`src/rtl/sc_backg_shift_controller.sv`:
```
// -----------------------------------------------------------------------------
// sc_backg_shift_controller
//
// Purpose:
//   Sequencer that sits directly in front of the background-type register.
//   It clears the register while idle, loads the pattern of the current level,
//   rotates the pattern one position every TICK_DIV cycles, and after
//   SHIFTS_PER_LEVEL rotations pulses a level transition. The next level's
//   pattern is then loaded, and the sequence repeats over four levels.
//
// Ports:
//   SC_RegBACKGTYPE_CLOCK_50     system clock
//   SC_RegBACKGTYPE_RESET_InHigh asynchronous, active-high reset
//   start_In                     one-cycle pulse; starts a level from IDLE
//   stop_In                      level; returns to IDLE and keeps the level
//   pause_In                     level; freezes the prescaler while running
//   direction_In                 0 = rotate left (01), 1 = rotate right (10)
//   clear_OutLow                 active-low clear to the register
//   load_OutLow                  active-low load to the register
//   shiftselection_Out           00 hold, 01 left, 10 right
//   transition_Out               one-cycle level-transition pulse
//   data_OutBUS                  pattern of the current level
//   level_Out                    current level index
// -----------------------------------------------------------------------------
module sc_backg_shift_controller #(
   parameter int                   DATAWIDTH        = 8,
   parameter int                   TICK_DIV         = 25000000,
   parameter int                   TICK_WIDTH       = 25,
   parameter int                   SHIFTS_PER_LEVEL = 8,
   parameter logic [DATAWIDTH-1:0] PATTERN_L0       = DATAWIDTH'(8'b00000001),
   parameter logic [DATAWIDTH-1:0] PATTERN_L1       = DATAWIDTH'(8'b00010001),
   parameter logic [DATAWIDTH-1:0] PATTERN_L2       = DATAWIDTH'(8'b01010101),
   parameter logic [DATAWIDTH-1:0] PATTERN_L3       = DATAWIDTH'(8'b11110000)
) (
   input  logic                 SC_RegBACKGTYPE_CLOCK_50,
   input  logic                 SC_RegBACKGTYPE_RESET_InHigh,
   input  logic                 start_In,
   input  logic                 stop_In,
   input  logic                 pause_In,
   input  logic                 direction_In,
   output logic                 clear_OutLow,
   output logic                 load_OutLow,
   output logic [1:0]           shiftselection_Out,
   output logic                 transition_Out,
   output logic [DATAWIDTH-1:0] data_OutBUS,
   output logic [1:0]           level_Out
);

   localparam logic [1:0] ST_IDLE  = 2'd0;
   localparam logic [1:0] ST_LOAD  = 2'd1;
   localparam logic [1:0] ST_RUN   = 2'd2;
   localparam logic [1:0] ST_TRANS = 2'd3;

   localparam logic [TICK_WIDTH-1:0] PRESC_LAST = TICK_WIDTH'(TICK_DIV - 1);
   localparam logic [TICK_WIDTH-1:0] PRESC_ONE  = TICK_WIDTH'(1);
   localparam logic [7:0]            SHIFT_LAST = 8'(SHIFTS_PER_LEVEL);

   localparam logic [1:0] SEL_HOLD  = 2'b00;
   localparam logic [1:0] SEL_LEFT  = 2'b01;
   localparam logic [1:0] SEL_RIGHT = 2'b10;

   function automatic logic [DATAWIDTH-1:0] pattern_of(input logic [1:0] lvl);
      logic [DATAWIDTH-1:0] p;
      case (lvl)
         2'd0:    p = PATTERN_L0;
         2'd1:    p = PATTERN_L1;
         2'd2:    p = PATTERN_L2;
         default: p = PATTERN_L3;
      endcase
      return p;
   endfunction

   logic [1:0]            state_q,  state_d;
   logic [1:0]            level_q,  level_d;
   logic [TICK_WIDTH-1:0] presc_q,  presc_d;
   logic [7:0]            shcnt_q,  shcnt_d;
   logic                  clear_q,  clear_d;
   logic                  load_q,   load_d;
   logic [1:0]            sel_q,    sel_d;
   logic                  trans_q,  trans_d;
   logic [DATAWIDTH-1:0]  data_q;

   // Every output is registered, so the combinational block computes the
   // control values that belong to the *next* state alongside the state itself.
   always_comb begin
      state_d = state_q;
      level_d = level_q;
      presc_d = presc_q;
      shcnt_d = shcnt_q;
      clear_d = 1'b1;
      load_d  = 1'b1;
      sel_d   = SEL_HOLD;
      trans_d = 1'b0;

      if (stop_In) begin
         // Level is kept so that the next start resumes where play stopped.
         state_d = ST_IDLE;
         clear_d = 1'b0;
      end else begin
         case (state_q)
            ST_IDLE: begin
               clear_d = 1'b0;
               if (start_In) begin
                  state_d = ST_LOAD;
                  clear_d = 1'b1;
                  load_d  = 1'b0;
                  presc_d = '0;
                  shcnt_d = '0;
               end
            end

            ST_LOAD: begin
               // The LOAD cycle counts as the first prescaler cycle, so the
               // first shift pulse lands exactly TICK_DIV cycles after LOAD.
               state_d = ST_RUN;
               presc_d = PRESC_ONE;
               shcnt_d = '0;
            end

            ST_RUN: begin
               if (shcnt_q == SHIFT_LAST) begin
                  // Reached in the final pulse cycle; the transition outranks pause.
                  state_d = ST_TRANS;
                  trans_d = 1'b1;
               end else if (!pause_In) begin
                  if (presc_q == PRESC_LAST) begin
                     presc_d = '0;
                     shcnt_d = shcnt_q + 8'd1;
                     sel_d   = direction_In ? SEL_RIGHT : SEL_LEFT;
                  end else begin
                     presc_d = presc_q + PRESC_ONE;
                  end
               end
            end

            default: begin // ST_TRANS
               state_d = ST_LOAD;
               load_d  = 1'b0;
               level_d = level_q + 2'd1;
               presc_d = '0;
               shcnt_d = '0;
            end
         endcase
      end
   end

   always_ff @(posedge SC_RegBACKGTYPE_CLOCK_50 or posedge SC_RegBACKGTYPE_RESET_InHigh) begin
      if (SC_RegBACKGTYPE_RESET_InHigh) begin
         state_q <= ST_IDLE;
         level_q <= 2'd0;
         presc_q <= '0;
         shcnt_q <= '0;
         clear_q <= 1'b0;
         load_q  <= 1'b1;
         sel_q   <= SEL_HOLD;
         trans_q <= 1'b0;
         data_q  <= PATTERN_L0;
      end else begin
         state_q <= state_d;
         level_q <= level_d;
         presc_q <= presc_d;
         shcnt_q <= shcnt_d;
         clear_q <= clear_d;
         load_q  <= load_d;
         sel_q   <= sel_d;
         trans_q <= trans_d;
         data_q  <= pattern_of(level_d);
      end
   end

   assign clear_OutLow       = clear_q;
   assign load_OutLow        = load_q;
   assign shiftselection_Out = sel_q;
   assign transition_Out     = trans_q;
   assign data_OutBUS        = data_q;
   assign level_Out          = level_q;

endmodule

```
`config.mk`:
```
export PLATFORM = sky130hd
export DESIGN_NAME = sc_backg_shift_controller
export DESIGN_NICKNAME = d
export VERILOG_FILES = /design/src/rtl/sc_backg_shift_controller.sv
export SDC_FILE = /design/constraint.sdc
export NUM_CORES = 1
export LEC_CHECK = 0
export BUFFER_PORTS_ARGS = -buffer_cell sky130_fd_sc_hd__buf_2
export CORE_MARGIN = 2
export CORE_UTILIZATION = 40
export CTS_BUF_LIST = sky130_fd_sc_hd__clkbuf_4
export CTS_CLUSTER_DIAMETER = 30
export DETAILED_ROUTE_END_ITERATION = 10
export HOLD_SLACK_MARGIN = 0.05
export SYNTH_ARGS = -nofsm -noshare
export SYNTH_HDL_FRONTEND = slang
export SYNTH_SLANG_ARGS = --single-unit
```
`constraint.sdc`:
```
create_clock -name SC_RegBACKGTYPE_CLOCK_50 -period 2.4 [get_ports SC_RegBACKGTYPE_CLOCK_50]
set_input_delay 0.12 -clock SC_RegBACKGTYPE_CLOCK_50 [delete_from_list [all_inputs] [get_ports SC_RegBACKGTYPE_CLOCK_50]]
set_output_delay 0.12 -clock SC_RegBACKGTYPE_CLOCK_50 [all_outputs]
set_load 0.005 [all_outputs]
```
# Word-level counts from Yosys, hierarchy flattened

Index checks and enable logic that the tools add are counted.

Register bits: 50
Output and inout bits: 15
Input bits: 6

Bitwise operators: 1
Reductions and logical operators: 7
$add $sub $neg: 3
Equal/unequal tests: 12
Mux-type cells: 32

Operators by type and width:

| cell                  | number |
|---|---|
| $mux 25               | 4 |
| $pmux 25 s3           | 1 |
| $mux 8                | 4 |
| $add 25x1->25 const B | 1 |
| $eq 25x25->1 const B  | 1 |
| $pmux 8 s3            | 1 |
| $mux 2                | 11 |
| $pmux 8 s2            | 1 |
| $add 8x1->8 const B   | 1 |
| $eq 8x4->1 const B    | 1 |
| $mux 1                | 8 |
| $ne 2x2->1 const B    | 4 |
| $ne 3x3->1 const B    | 2 |
| $pmux 2 s3            | 1 |
| $reduce_and 5->1      | 1 |
| $eq 2x1->1 const B    | 2 |
| $eq 2x2->1 const B    | 2 |
| $logic_not 2->1       | 2 |
| $reduce_and 4->1      | 1 |
| $reduce_or 3->1       | 1 |
| $add 2x1->2 const B   | 1 |
| $pmux 1 s2            | 1 |
| $reduce_and 2->1      | 1 |
| $reduce_or 2->1       | 1 |
| $not 1->1             | 1 |

# Logic depth before layout (Yosys ltp)

Gate-level depths: netlist of the first run.

Depth in word-level cells: 6
Gate-level depth with buffers: 10
Gate-level depth less buffers: 7

# Least setup slack after synthesis of the first run

OpenSTA, ideal clock, no wires.

Path type: register to register
Start: register state_q[0]
End: register presc_q[24]
Arrival time: 2.325 ns
Data required time: 2.322 ns
Stages on the path, launching flop included: 9
Path slack: -0.003 ns
Library setup time: 0.078 ns
Cells stage by stage: dfrtp_1 inv_1 ha_1 nor2b_4 a211o_1 buf_6 or4_4 or4_1 a21oi_1

Cells in the longest elaborated chain, start to end: 3

Ends and longest elaborated chain:

| item                                                 | line | source |
|---|---|---|
| from (decl)                                          | 73   | `logic [1:0] state_q, state_d;` |
| from (signal assigned)                               | 159  | `state_q <= state_d;` |
| $eq 2x2->1 / $logic_not 2->1 (equally long branches) | 100  | `case (state_q)` |
| $ne 2x2->1 (no source line)                          | n/a  |  |
| $reduce_and 4->1 (no source line)                    | n/a  |  |
| to (signal assigned)                                 | 161  | `presc_q <= presc_d;` |
| to (decl)                                            | 75   | `logic [TICK_WIDTH-1:0] presc_q, presc_d;` |

Several ways; a longest one is shown, not always the timed one.
A chain may end at the register's enable or synchronous reset.

# Worst setup path after layout of the first run

Start: register state_q[1]
End: register presc_q[19]

Same word-level chain as after synthesis.

==> results.json, run 1 <==
{
  "placed_cells_incl_taps": 381,
  "reg2reg_from": "state_q[1]$_DFFE_PP0P_",
  "fin_area_mm2": 0.00300,
  "fin_hold_ws_ps": 127,
  "dp_slack_ps": -25.0,
  "drt_pass1_iterations": 4,
  "holdPathStages": 4,
  "synth-main-ff-cell": "dfrtp_1",
  "r2r_slack_ps": 90,
  "rows": 29,
  "viasPerCell": 5.53,
  "grt-ovfl-total": 0,
  "die_w_um": 84.5,
  "insertion_delay_ps": 370,
  "dpl_cell_area_mm2": 0.00285,
  "grt_max_degree": 26,
  "period_minus_slack_ps": 2310,
  "hp-class": "input port to register",
  "drv_cap": 0,
  "max_freq_mhz": 433,
  "cts_buffers": 5,
  "clock-root-buffer": "clkbuf_4",
  "synth_cells": 282,
  "arrival_ps": 2620,
  "coreArea_mm2": 0.00631,
  "grt_pass1_wl_um": 9660,
  "cp.required_ps": 2710,
  "worstSetupPathType": "register to register",
  "path_cells": "inv_1 > ha_1 > nor2b_4 > a211o_1 > or4_4 > or4_1 > a21oi_1",
  "synth.distinct_cells": 48,
  "drc": 0,
  "r2r_cells": 7,
  "synth_top_area_share_pct": 43.4,
  "clk_pin_slew_ps": 150,
  "yosys-top-cells-area": "dfrtp_1, nand2_1, ha_1",
  "start_kind": "register",
  "drive_above_1_share_pct": 19.1,
  "netlist_area_mm2": 0.00259,
  "ant_nets": 0,
  "synthToLayoutAreaGrowth_pct": 15.7,
  "syn_area_per_cell_um2": 9.20,
  "layout_common_cells": "dfrtp_1, nand2_1, buf_4",
  "synth-seq-cells": 47,
  "tns_ps": 0,
  "fin_crit_sh_pct": 96.3,
  "htreeDepth": 2,
  "leakage_nw": 1.37,
  "wl_um": 5520,
  "initial_core_util_pct": 41.1,
  "slowest_delay_ps": 560,
  "min_from": "start_In",
  "slew_violations": 0,
  "cp-end-kind": "register",
  "worst_slack_ps": 88.7,
  "holdPathEnd": "clear_OutLow$_DFF_PP0_",
  "crit_fanout": 5,
  "groute.usage.overall_pct": 16.4,
  "finalClockSkew_ps": 14.9,
  "place_congestion": 0.887,
  "antenna_found_initial": 0,
  "grt_setup_unrepaired": "yes",
  "status": "completed",
  "stdcell_count": 396,
  "hold_viol": 0,
  "synthArstFlopShare_pct": 100,
  "io_buffers": 18,
  "setup_viol": 0,
  "final_nets": 331,
  "grt_pass1_vias": 2078,
  "dp_hpwl_um": 3950,
  "critPathBufInv": 1,
  "synth_edf_count": 0,
  "first_iter_violations": 148,
  "power.density_mw_per_mm2": 678,
  "die_h_um": 84.5,
  "crit_path_top_delay_cell": "or4_4",
  "mostFrequentLayoutCell": "dfrtp_1",
  "vias": 2191,
  "ys_warn_count": 0,
  "wl_per_cell_um": 13.9,
  "max-vdd-ir-drop_mv": 0.434,
  "cts.sinks": 47,
  "fp.dieArea_mm2": 0.00715,
  "yosysTopAreaCell": "dfrtp_1",
  "cts.path.max_buffers": 2,
  "critical-path-top-delay-family": "simple AND/OR/NAND/NOR gates",
  "ys_seq_area_share_pct": 45.4,
  "cts_tree": "done",
  "fill_cells": 618,
  "diodes": 0,
  "pin_count": 21,
  "r2r_end": "presc_q[19]$_DFFE_PP0P_"
}
cells in the mapped netlist (all sizes together), types with 3 or more instances:
| cell | instances |
|---|---|
| xor2 | 3 |
| mux2i | 3 |
| o21ai | 9 |
| clkbuf | 10 |
| nand3 | 7 |
| xnor2 | 9 |
| a21o | 5 |
| a21oi | 14 |
| and2 | 3 |
| o31ai | 3 |
| nand4 | 9 |
| or3 | 4 |
| nor4 | 13 |
| dfrtp | 45 |
| nand2 | 30 |
| o211ai | 4 |
| nor3 | 9 |
| ha | 7 |
| buf | 8 |
| nor2 | 22 |
| and4 | 3 |
| inv | 14 |
| and3 | 9 |
| nor4b | 4 |
| or4 | 9 |
| nor2b | 5 |
how the worst max path moves through the flow:
| stage | from | cells after the start | end |
|---|---|---|---|
| 6_report | state_q[1]$_DFFE_PP0P_ | 7 | presc_q[19]$_DFFE_PP0P_ |
| 5_1_grt | state_q[1]$_DFFE_PP0P_ | 7 | presc_q[19]$_DFFE_PP0P_ |
| 4_1_cts | state_q[1]$_DFFE_PP0P_ | 7 | presc_q[24]$_DFFE_PP0P_ |
| 3_5_place_dp | state_q[1]$_DFFE_PP0P_ | 7 | presc_q[24]$_DFFE_PP0P_ |
| 3_3_place_gp | state_q[1]$_DFFE_PP0P_ | 7 | presc_q[24]$_DFFE_PP0P_ |
| 2_1_floorplan | state_q[0]$_DFFE_PP0P_ | 9 | presc_q[19]$_DFFE_PP0P_ |
metal layers:
metal	up-vias	track usage [%]	wire [um]
met4	0	5.63	87
li1	1076	-	-
met1	1065	22.9	2730
met2	43	26.0	2510
met5	-	0	0
met3	7	2.65	192
cell type report:
| class | instances | area, um^2 | share of cell area (%) |
|---|---|---|---|
| repair buffers | 46 | 310 | 10.3 |
| inverters | 14 | 52.6 | 1.75 |
| well taps | 77 | 96.3 | 3.21 |
| clock buffers | 5 | 37.5 | 1.25 |
| multi-input cells | 204 | 1280 | 42.7 |
| clock inverters | 3 | 43.8 | 1.46 |
| flip-flops and latches | 47 | 1180 | 39.2 |
sequential cells by signal, indices dropped and copies added, names as in the netlist, 2 cells and up:
register            cells
presc_q                25
shcnt_q                 8
data_OutBUS             5
level_Out               2
shiftselection_Out      2
state_q                 2
what timing repair did:
item | 4_1_cts | 5_1_grt
pin swaps | 1 | 1
setup buffers | 2 | 1
gates resized for setup | 1 | 4
endpoints found under the setup margin | 5 | 11
hold buffers | 4 | 0
hold endpoints to repair | 28 | 0
metrics by stage:
stage               util, %  power (mW)
floorplan                 -        1.33
global placement       45.1        1.52
detailed placement     45.1        1.53
CTS                    47.2        2.05
global route           47.6        2.17
finish                 47.6        2.03
where the power goes:
group	total, mW	leakage [nW]	switching, mW	internal, mW
combinational	0.625	0.686	0.342	0.283
sequential	0.921	0.640	0.0395	0.882
clock	0.488	0.0452	0.269	0.220
worst reg2reg max path: cells and delay by family (launching register included):
kind	cells	cell delay, ps
AND/OR/NAND/NOR	3	1190
AO/OA/AOI/OAI	2	420
flip-flops	1	400
buffers and inverters	1	70
adder cells (fa/ha/maj)	1	170
kinds of logic (layout without fill, tap and decap cells):
group	after synthesis	in the layout	share of synthesized area, %
adders and majority gates	7	7	3.37
DFF	47	47	45.4
xor gates and xnor gates	12	12	4.05
AOI/OAI and AO/OA	47	47	11.5
and+or+nand+nor	133	133	28.5
muxes	3	3	1.16
other	1	2	0.145
buffers and inverters	32	68	5.79
Power figures use the tool's default switching activity.
==> inputs of run 2 (changes only) <==
==> constraint.sdc (replaced) <==
create_clock -name SC_RegBACKGTYPE_CLOCK_50 -period 2.4 [get_ports SC_RegBACKGTYPE_CLOCK_50]
set_input_delay 0.48 -clock SC_RegBACKGTYPE_CLOCK_50 [delete_from_list [all_inputs] [get_ports SC_RegBACKGTYPE_CLOCK_50]]
set_output_delay 0.48 -clock SC_RegBACKGTYPE_CLOCK_50 [all_outputs]
set_load 0.005 [all_outputs]
==> run 2 against run 1 <==
Non-clock buffer count fell by 5. Worst hold slack got worse by 9.5 ps. Via count fell by 1.6%. Clock power rose by 26%. Register-to-register slack barely moved. First-iteration DRC count fell by 11%. Critical path depth did not move. Die area did not move. Highest routed layer unchanged.
==> results.json, run 2 (synthesized netlist as in run 1, its figures left out) <==
{
  "status": "completed",
  "drv_cap": 0,
  "cts.path.max_buffers": 2,
  "slew_violations": 0,
  "cpMostUsedCell": "or4_4",
  "first_iter_violations": 132,
  "viasPerCell": 5.52,
  "slowest_delay_ps": 560,
  "grt_pass1_wl_um": 9800,
  "cts.sinks": 47,
  "drt_pass1_iterations": 4,
  "fin_util_pct": 47.5,
  "critical-path-top-delay-family": "simple AND/OR/NAND/NOR gates",
  "fp.dieArea_mm2": 0.00715,
  "cp.required_ps": 2710,
  "period_minus_slack_ps": 2330,
  "synthToLayoutAreaGrowth_pct": 15.7,
  "grt_max_degree": 48,
  "fin_crit_sh_pct": 96.9,
  "coreArea_mm2": 0.00631,
  "die_h_um": 84.5,
  "antenna_found_initial": 0,
  "clk_pin_slew_ps": 160,
  "groute.usage.overall_pct": 16.8,
  "hold_viol": 0,
  "reg2reg_from": "state_q[1]$_DFFE_PP0P_",
  "grt_pass1_vias": 2080,
  "r2r_end": "presc_q[19]$_DFFE_PP0P_",
  "wl_per_cell_um": 14.3,
  "vias": 2157,
  "htreeDepth": 2,
  "max-vdd-ir-drop_mv": 0.461,
  "diodes": 0,
  "r2r_cells": 7,
  "met3WireLength_um": 154,
  "clock-root-buffer": "clkbuf_4",
  "place_congestion": 0.821,
  "insertion_delay_ps": 370,
  "largest-register": "presc_q",
  "pin_count": 21,
  "dr.max_layer_used": "met4",
  "wl_met2_um": 2580,
  "initial_core_util_pct": 41.1,
  "crit_path_top_delay_cell": "or4_4",
  "leakage_nw": 1.37,
  "power_mw": 2.16,
  "mostFrequentLayoutCell": "dfrtp_1",
  "max_freq_mhz": 430,
  "largest_reg_flops": 25,
  "tns_ps": 0,
  "setup_viol": 0,
  "worstSetupPathType": "register to register",
  "critPathBufInv": 1,
  "ant_nets": 0,
  "cp-end-kind": "register",
  "cts_tree": "done",
  "drive_above_1_share_pct": 20.1,
  "die_w_um": 84.5,
  "layout_common_cells": "dfrtp_1, nand2_1, nor2_1, buf_4, buf_2",
  "io_buffers": 18,
  "grt-ovfl-total": 0,
  "drc": 0,
  "rows": 29,
  "path_cells": "inv_2 > ha_1 > nor2b_4 > a211o_1 > or4_4 > or4_4 > a21oi_1",
  "drt-met1-wl_um": 2800,
  "finalClockSkew_ps": 18.0,
  "dp_hpwl_um": 3920,
  "power.density_mw_per_mm2": 721,
  "wl_um": 5600,
  "cts_buffers": 5,
  "arrival_ps": 2630,
  "start_kind": "register",
  "hp-class": "input port to async pin",
  "final_nets": 326,
  "r2r_slack_ps": 70,
  "crit_fanout": 4
}
-- run 2: where the power goes --
| group | leakage (nW) | switching [mW] | internal [mW] |
|---|---|---|---|
| combinational | 0.668 | 0.347 | 0.275 |
| clock | 0.0573 | 0.285 | 0.331 |
| sequential | 0.640 | 0.0432 | 0.882 |
-- run 2: how the worst max path moves through the flow --
| stage | start | endpoint | slack (ps) | cells past startpoint |
|---|---|---|---|---|
| CTS | state_q[1]$_DFFE_PP0P_ | presc_q[19]$_DFFE_PP0P_ | 1 | 7 |
| global route | state_q[1]$_DFFE_PP0P_ | presc_q[19]$_DFFE_PP0P_ | -3 | 7 |
| detailed placement | state_q[1]$_DFFE_PP0P_ | presc_q[24]$_DFFE_PP0P_ | -9 | 7 |
| floorplan | state_q[0]$_DFFE_PP0P_ | presc_q[19]$_DFFE_PP0P_ | 10 | 9 |
| finish | state_q[1]$_DFFE_PP0P_ | presc_q[19]$_DFFE_PP0P_ | 70 | 7 |
| global placement | state_q[1]$_DFFE_PP0P_ | presc_q[24]$_DFFE_PP0P_ | 70 | 7 |
-- run 2: stage by stage --
| stage | worst slack, ps | instance area (um^2) | instances | hold WS [ps] |
|---|---|---|---|---|
| after global routing | -3.12 | 3000 | 391 | 132 |
| after floorplan | 10.4 | 2600 | 283 | 455 |
| after detailed placement | -8.67 | 2860 | 381 | 461 |
| after global placement | 68.4 | 2860 | 381 | 453 |
| final | 74.7 | 3000 | 391 | 118 |
| after CTS | 1.05 | 2980 | 390 | 118 |
-- run 2: area by class of cell --
type / instances / area (um^2)
repair buffers: 41 / 275
clock buffers: 5 / 37.5
flip-flops and latches: 47 / 1180
fillers: 620 / 3310
inverters: 14 / 52.6
clock inverters: 3 / 71.3
well taps: 77 / 96.3
multi-input cells: 204 / 1290
-- run 2: repair_timing --
item	CTS	global route
buffers inserted	1	1
pin swaps	1	2
setup endpoints to repair	6	10
hold buffers	0	0
gates resized for setup	2	6
-- run 2: tightest hold or removal path: stages --
cell    delay [ps]
buf_2          100
inv_2           60
buf_12         240
-- run 2: metal layers --
metal  vias to the layer above  GRT usage [%]
met3                         6           3.15
met4                         0           4.62
li1                       1069              -
met2                        31           27.5
met1                      1051           23.0
met5                         -              0
